**src/rtl/mac_crc32_sd_output.sv**
```systemverilog
// rtl/mac_crc32_sd_output.sv - GMII RX CRC-32 accumulator plus registered srdy/drdy output stage
module mac_crc32_sd_output #(
  parameter int WIDTH = 10
) (
  input  logic             clk,
  input  logic             reset,
  input  logic             crc_clear,
  input  logic             crc_valid,
  input  logic [7:0]       crc_data,
  output logic [31:0]      crc,
  input  logic             ic_srdy,
  output logic             ic_drdy,
  input  logic [WIDTH-1:0] ic_data,
  output logic             p_srdy,
  input  logic             p_drdy,
  output logic [WIDTH-1:0] p_data
);

  localparam logic [31:0] CRC_INIT = 32'hFFFF_FFFF;
  localparam logic [31:0] CRC_POLY = 32'hEDB8_8320;

  logic [31:0]      r_crc;
  logic             r_p_srdy;
  logic [WIDTH-1:0] r_p_data;
  logic [31:0]      w_crc_next;
  logic             w_load;

  // Reflected CRC, bits consumed LSB-first to match GMII byte order on the wire.
  function automatic logic [31:0] f_crc_byte(input logic [31:0] c, input logic [7:0] d);
    logic [31:0] v;
    logic        fb;
    v = c;
    for (int i = 0; i < 8; i++) begin
      fb = v[0] ^ d[i];
      v  = (v >> 1) ^ (fb ? CRC_POLY : 32'h0);
    end
    return v;
  endfunction

  assign w_crc_next = f_crc_byte(r_crc, crc_data);
  assign crc        = ~r_crc;

  // A held word that is leaving this edge frees the slot for the incoming one.
  assign ic_drdy = ~r_p_srdy | p_drdy;
  assign w_load  = ic_srdy & ic_drdy;
  assign p_srdy  = r_p_srdy;
  assign p_data  = r_p_data;

  always_ff @(posedge clk) begin
    if (!reset) begin
      r_crc    <= CRC_INIT;
      r_p_srdy <= 1'b0;
      r_p_data <= '0;
    end else begin
      if (crc_clear) begin
        r_crc <= CRC_INIT;
      end else if (crc_valid) begin
        r_crc <= w_crc_next;
      end

      if (w_load) begin
        r_p_srdy <= 1'b1;
        r_p_data <= ic_data;
      end else if (p_drdy) begin
        r_p_srdy <= 1'b0;
      end
    end
  end

endmodule

```
**config.mk**
```make
export PLATFORM = sky130hd
export DESIGN_NAME = mac_crc32_sd_output
export DESIGN_NICKNAME = d
export VERILOG_FILES = /design/src/rtl/mac_crc32_sd_output.sv
export SDC_FILE = /design/constraint.sdc
export NUM_CORES = 1
export LEC_CHECK = 0
export CAP_MARGIN = 10
export CORE_ASPECT_RATIO = 1.2
export CORE_MARGIN = 2
export CORE_UTILIZATION = 51
export CTS_BUF_LIST = sky130_fd_sc_hd__clkbuf_4 sky130_fd_sc_hd__clkbuf_8 sky130_fd_sc_hd__clkbuf_16
export DETAILED_ROUTE_END_ITERATION = 8
export GPL_ROUTABILITY_DRIVEN = 0
export PLACE_DENSITY = 0.85
export REMOVE_ABC_BUFFERS = 1
export SLEW_MARGIN = 20
export SYNTH_ARGS = -nofsm -noshare
export SYNTH_HDL_FRONTEND = slang
export SYNTH_SLANG_ARGS = --single-unit
```
**constraint.sdc**
```tcl
create_clock -name clk -period 4.1 [get_ports clk]
set_clock_uncertainty 0.05 [all_clocks]
set_input_delay 0.41 -clock clk [delete_from_list [all_inputs] [get_ports clk]]
set_output_delay 0.41 -clock clk [all_outputs]
set_load 0.02 [all_outputs]
```
; ---- Word-level counts from Yosys, hierarchy flattened
; Index checks and enable logic that the tools add are counted.
[totals]
regBits = 43
latchBits = 0
mem_bits_rw = 0
mem_bits_ro = 0
inputBits = 24
n_memories = 0
[op_classes]
addsub = 0
multipliers = 0
n_div = 0
n_lt_le_gt_ge = 0
n_eq_ne = 0
n_shift = 0
muxes = 10
bitwise_logic = 21
reduce_logical = 2
[ops]
columns = op, n
row1 = $mux W32, 8
row2 = $xor A31 B32 Y32, 8
row3 = $not A32 Y32, 1
row4 = $xor A1 B1 Y1, 8
row5 = $mux W1, 2
row6 = $not A1 Y1, 2
row7 = $reduce_bool A2 Y1, 1
row8 = $reduce_or A2 Y1, 1
row9 = $and A1 B1 Y1, 1
row10 = $or A1 B1 Y1, 1

; ---- Depth between registers and ports, before layout
; Gate-level depths: netlist of the first run.
[depth]
word_depth = 24
mapped_depth = 5

; ---- Worst setup path before layout of the first run
; OpenSTA, ideal clock, no wires.
[synth_path]
path_type = input to register
start = in crc_data[4]
end = reg r_crc[20]
setup_time_ns = 0.069
arrival_time_ns = 1.625
required_ns = 3.981
slack_ns = 2.356
path_stages = 5
path_cell_list = xnor2_2 > xor2_2 > xnor2_4 > xnor3_1 > o21ai_1
[synth_between]
elab_chain_len = 6
[synth_rtl]
columns = item, line
row1 = start: declaration, 9  ; input logic [7:0] crc_data,
row2 = $xor A1 B1 Y1, 34  ; fb = v[0] ^ d[i];
row3 = $mux W32, 35  ; v = (v >> 1) ^ (fb ? CRC_POLY : 32'h0);
row4 = $xor A31 B32 Y32 (4 in series), 35
row5 = end signal: assignment, 58  ; r_crc <= w_crc_next;
row6 = end: declaration, 22  ; logic [31:0] r_crc;
; Every way passes these cells.
; A chain may end at the register's enable or synchronous reset.

; ---- Worst setup path in the final report of the first run
[layout_path]
start = in p_drdy
end = out ic_drdy
[layout_between]
elab_chain_len = 1
[layout_rtl]
columns = item, line
row1 = start: declaration, 15  ; input logic p_drdy,
row2 = $or A1 B1 Y1, 44  ; assign ic_drdy = ~r_p_srdy | p_drdy;
row3 = end: declaration, 12  ; output logic ic_drdy,
; Every way passes these cells.

==> results of run 1 <==
-- per-stage QoR --
stage	setup slack [ps]	power, mW	instances	utilization (%)	hold WS [ps]
floorplan	2350	0.874	251	-	393
finish	1740	1.32	386	70.5	415
global placement	1740	1.02	378	68.2	400
detailed placement	1700	1.03	378	68.2	411
global route	1660	1.40	386	70.5	442
CTS	1750	1.33	386	70.5	421
-- power by group --
part           switching, mW  total (mW)  leakage, nW  internal (mW)
sequential            0.0247       0.474        0.354          0.450
combinational          0.267       0.543        0.986          0.276
clock                  0.140       0.300       0.0549          0.160
-- final cells by class --
| cell class | instances | area [µm²] | area share (%) |
|---|---|---|---|
| tap | 58 | 72.6 | 2.28 |
| inverter | 34 | 128 | 4.00 |
| timing repair buffer | 69 | 686 | 21.5 |
| multi-input combinational | 174 | 1340 | 42.0 |
| sequential | 43 | 861 | 27.0 |
| clock buffer | 8 | 104 | 3.26 |
-- path summary, 6_finish.rpt --
path,depth (start not counted),endpoint
min reg2reg,2,p_data[1]
min,2,p_data[1]
max reg2reg,5,r_crc[23]
max,3,ic_drdy
-- cells in the final DEF (no fill, tap or decap), drive strengths merged --
cell type,n
o31ai,1
clkbuf,8
inv,34
nor2,4
nand2,30
nand2b,2
nor2b,1
clkdlybuf4s50,67
xnor3,2
o21ai,9
dfxtp,43
a21boi,11
a211o,1
nand3,11
xor2,8
buf,2
nor3,5
a21oi,14
xnor2,59
o211ai,16
-- sequential cells by signal (all words and copies together) (netlist names) --
signal / count
p_data: 10
p_srdy: 1
r_crc: 32
-- worst reg2reg max path: cells and delay by family, from the launching register on --
kind | cells | cell delay [ps]
AOI/OAI and AO/OA | 1 | 130
DFF | 1 | 340
xor gates and xnor gates | 4 | 1300
-- cells by family (layout without fill, tap and decap cells) --
group                     Yosys count  in the layout  synth area share (%)
xor gates and xnor gates           69             69                  32.8
AOI/OAI and AO/OA                  52             52                  14.1
DFF                                43             43                  36.2
buffers and inverters              47            111                  7.42
and+or+nand+nor                    53             53                  9.53
-- layer usage --
metal,GRT usage (%),vias to the layer above,routed length [µm]
met5,0,-,0
met4,8.57,0,142
met3,7.51,12,439
met2,37.5,70,2550
met1,25.0,872,2040
li1,-,964,-
==> results.tsv, run 1 <==
metric	value	unit
status	finished clean	
die_y	78.8	µm
async_reset_ff_share	0	%
rsz0062_at_grt	no	
cp_top_family	buffers and inverters	
ys.flop_type	dfxtp_1	
netlist_area	0.00238	mm²
synth_cell_types	23	
num-fill-cells	373	
cpMostUsedCell	clkdlybuf4s50_1	
ant_nets	0	
first_pass_iters	4	
crit_buf_inv	2	
grt_max_degree	41	
cp.arrival	1900	ps
fin_area	0.00319	mm²
holdBufCountCts	0	
track_usage	22.0	%
fmax	424	MHz
io_pins	68	
cap_viol_max_count	0	
drive_gt1_share	6.71	%
cp-start-kind	input port	
syn2layout_area_growth	34.2	%
synthTopCellsByArea	dfxtp_1 36%, xnor2_1 18%, xnor2_4 5.8%, inv_1 5.4%, o211ai_1 5.1%	
yosysWarnings	0	
maxSlewViolCount	0	
root_buffer	clkbuf_8	
finalCritPeriodShare	57.5	%
antenna_cells	0	
min_from	p_data[1]	
cts.sinks	43	
cp_slowest_cell	clkdlybuf4s50_1	
relSlewSlack	56.2	%
drt_iter0_drc	60	
globalRouteOverflowTotal	0	
antenna_found_initial	0	
cp_cell_sequence	clkdlybuf4s50_1, nand2b_1, clkdlybuf4s50_1	
required	3640	ps
ys_seq_area_share	36.2	%
clk_pin_slew_worst_paths	70	ps
start_util	52.5	%
crit_path_max_fanout	13	
slowest_delay	690	ps
clk_latency	300	ps
place_area	0.00309	mm²
nets	351	
clock_path_buffers	2	
hpwl	3840	µm
portBuffers	67	
hold_viol_final	0	
vias	1918	
worstMarginPinSlew	657	ps
irDropWorstVdd	0.267	mV
syn_avg_cell_area	9.00	µm²
totalWireLength	5180	µm
final-setup-viol-count	0	
num_rows	27	
fin_crit	2360	ps
drt-vias-per-instance	4.97	
yosys-top-cells-count	48 x xnor2_1, 43 x dfxtp_1, 34 x inv_1	
yosysMostFrequentCell	xnor2_1	
cts.repair.resized	0	
cts_buffers	5	
p_per_area	413	mW/mm²
reg2reg_from	r_crc[3]	
wl_per_cell	13.4	µm
fin_setup_tns	0	ps
drc	0	
synth_edf_count	0	
critical_path_class	input port to output port	
end_kind	output port	
die_area	0.00522	mm²
hp-class	flip-flop to flip-flop	
cts_setup_buffers	0	
p_leak	1.39	nW
syn_inst	264	
grt_pass1_vias	1927	
cts_tree	done	
h-tree-depth	2	
synth.largest_area_cell	dfxtp_1	
ff2ff_setup_slack	2200	ps
fp.coreArea	0.00453	mm²
grt_first_pass_wirelength	8800	µm
die_x	66.3	µm
startpoint	p_drdy	
ys_seq_elements	43	
synth_top_area_share	36.2	%
(Power assumes the default switching activity.)
==> run 2, diff against run 1 <==
- CORE_UTILIZATION: 51 -> 43
- PLACE_DENSITY: 0.85 -> 0.76
- clock period: 4.1 -> 2.13 ns (I/O delays scaled with it)
==> results.tsv, run 2 (synthesis results as in run 1) <==
metric	value	unit	change
hold_slack	412	ps	-2.62 ps
hpwl	4220	µm	+10%
nets	366		+4.3%
rsz0062_at_grt	no		
drive_gt1_share	10.3	%	+3.6 points
final_common_cell	clkdlybuf4s50_1		
io_pins	68		unchanged
p_leak	1.45	nW	+4.1%
fmax	553	MHz	
holdBufCountCts	0		unchanged
finalCritPeriodShare	84.9	%	
grt_max_degree	22		-46%
die_x	71.9	µm	+8.4%
fin_setup_tns	0	ps	unchanged
hold_viol_final	0		unchanged
portBuffers	67		unchanged
start_util	44.9	%	-7.6 points
fin_area	0.00328	mm²	+2.8%
drt_iter0_drc	56		-6.7%
end_kind	flip-flop		
track_usage	18.9	%	-3.1 points
grt_first_pass_wirelength	9190	µm	+4.5%
worstMarginPinSlew	506	ps	-150 ps
grt_pass1_vias	1926		-0.052%
syn2layout_area_growth	38.0	%	
clk_pin_slew_worst_paths	70	ps	about the same
power_frac_seq	36.4	%	+0.4 points
p_per_area	765	mW/mm²	+85%
pwr-share-comb	43.8	%	+2.6 points
globalRouteOverflowTotal	0		unchanged
most-common-layout-cells	67 x clkdlybuf4s50_1, 48 x xnor2_1, 43 x dfxtp_1		
ant_nets	0		unchanged
maxSlewViolCount	0		unchanged
largest_reg_flops	32		unchanged
hp-class	flip-flop to flip-flop		
min_from	p_data[5]		
dpl_worst_slack	32.9	ps	-1670 ps
die_area	0.00614	mm²	+18%
antenna_found_initial	0		unchanged
cts_setup_buffers	0		unchanged
irDropWorstVdd	0.382	mV	+43%
num_rows	29		+7.4%
antenna_cells	0		unchanged
crit_path_max_fanout	5		-8
switchingPower	0.838	mW	+94%
cts_tree	done		
cts.repair.resized	0		unchanged
finalPower	2.51	mW	+90%
totalWireLength	5420	µm	+4.8%
clk_latency	290	ps	about the same
fp.coreArea	0.00530	mm²	+17%
die_y	85.4	µm	+8.5%
multi_input_area	0.00134	mm²	unchanged
largest-register	r_crc		
cts.sinks	43		unchanged
required	2300	ps	-1340 ps
power.share.clock	19.8	%	-3.0 points
relSlewSlack	66.0	%	+9.8 points
vias	1951		+1.7%
seq_area	861	µm²	unchanged
swShare	33.4	%	+0.62 points
cap_viol_max_count	0		unchanged
p_int	1.67	mW	+89%
status	finished clean		
num-fill-cells	452		+21%
place_area	0.00320	mm²	+3.8%
cts_buffers	5		unchanged
final-setup-viol-count	0		unchanged
critical_path_class	input port to flip-flop		
fin_crit	1810	ps	
cp.arrival	1980	ps	+80 ps
clock_path_buffers	2		unchanged
cp-start-kind	input port		
drc	0		unchanged
first_pass_iters	4		unchanged
root_buffer	clkbuf_8		
h-tree-depth	2		unchanged
ff2ff_setup_slack	350	ps	-1850 ps
wl_per_cell	13.5	µm	+0.33%
drt-vias-per-instance	4.84		-2.6%
fin_ws	322	ps	-1420 ps
reg2reg_from	r_crc[7]		
startpoint	crc_data[1]		
## run 2: cell types whose count changed in the layout (fill, tap and decap cells not counted)
cell | previous run | this run
clkbuf_8 | 7 | 5
buf_4 | 2 | 17
## run 2: metal layers
metal | share of wire (%) | GRT usage [%] | up-vias | routed length (µm)
li1 | - | - | 993 | -
met1 | 41 | 22.1 | 887 | 2210
met2 | 51 | 33.1 | 62 | 2770
met3 | 6.3 | 5.58 | 9 | 340
met4 | 1.9 | 5.49 | 0 | 102
met5 | 0 | 0 | - | 0
## run 2: worst max-delay path: stages
cell,delay (ps)
clkdlybuf4s50_1,490
xnor2_4,360
xnor2_4,130
xnor2_4,280
xnor3_1,370
o21ai_1,130
## run 2: area by class of cell
cell class / instances / share of cell area [%]
clock buffer: 6 / 2.33
inverter: 34 / 3.89
sequential: 43 / 26.2
timing repair buffer: 84 / 24.3
multi-input combinational: 174 / 40.8
tap: 62 / 2.37
## run 2: power groups by stage
| stage | sequential, mW | combinational [mW] | clock [mW] |
|---|---|---|---|
| global route | 0.920 | 1.19 | 0.539 |
| detailed placement | 0.931 | 1.10 | 0 |
| CTS | 0.913 | 1.11 | 0.513 |
| finish | 0.913 | 1.10 | 0.496 |
| global placement | 0.930 | 1.09 | 0 |
| floorplan | 0.936 | 0.746 | 0 |
## run 2: path summary, 6_finish.rpt
kind | end | cells past startpoint
max reg2reg | r_crc[23] | 5
min reg2reg | p_data[5] | 2
min | p_data[5] | 2
max | r_crc[23] | 6
## run 2: per-stage QoR
step / cells / utilization, %
2_1_floorplan: 251 / -
6_report: 403 / 61.9
5_1_grt: 403 / 61.9
3_5_place_dp: 397 / 60.5
4_1_cts: 403 / 61.9
3_3_place_gp: 397 / 60.5
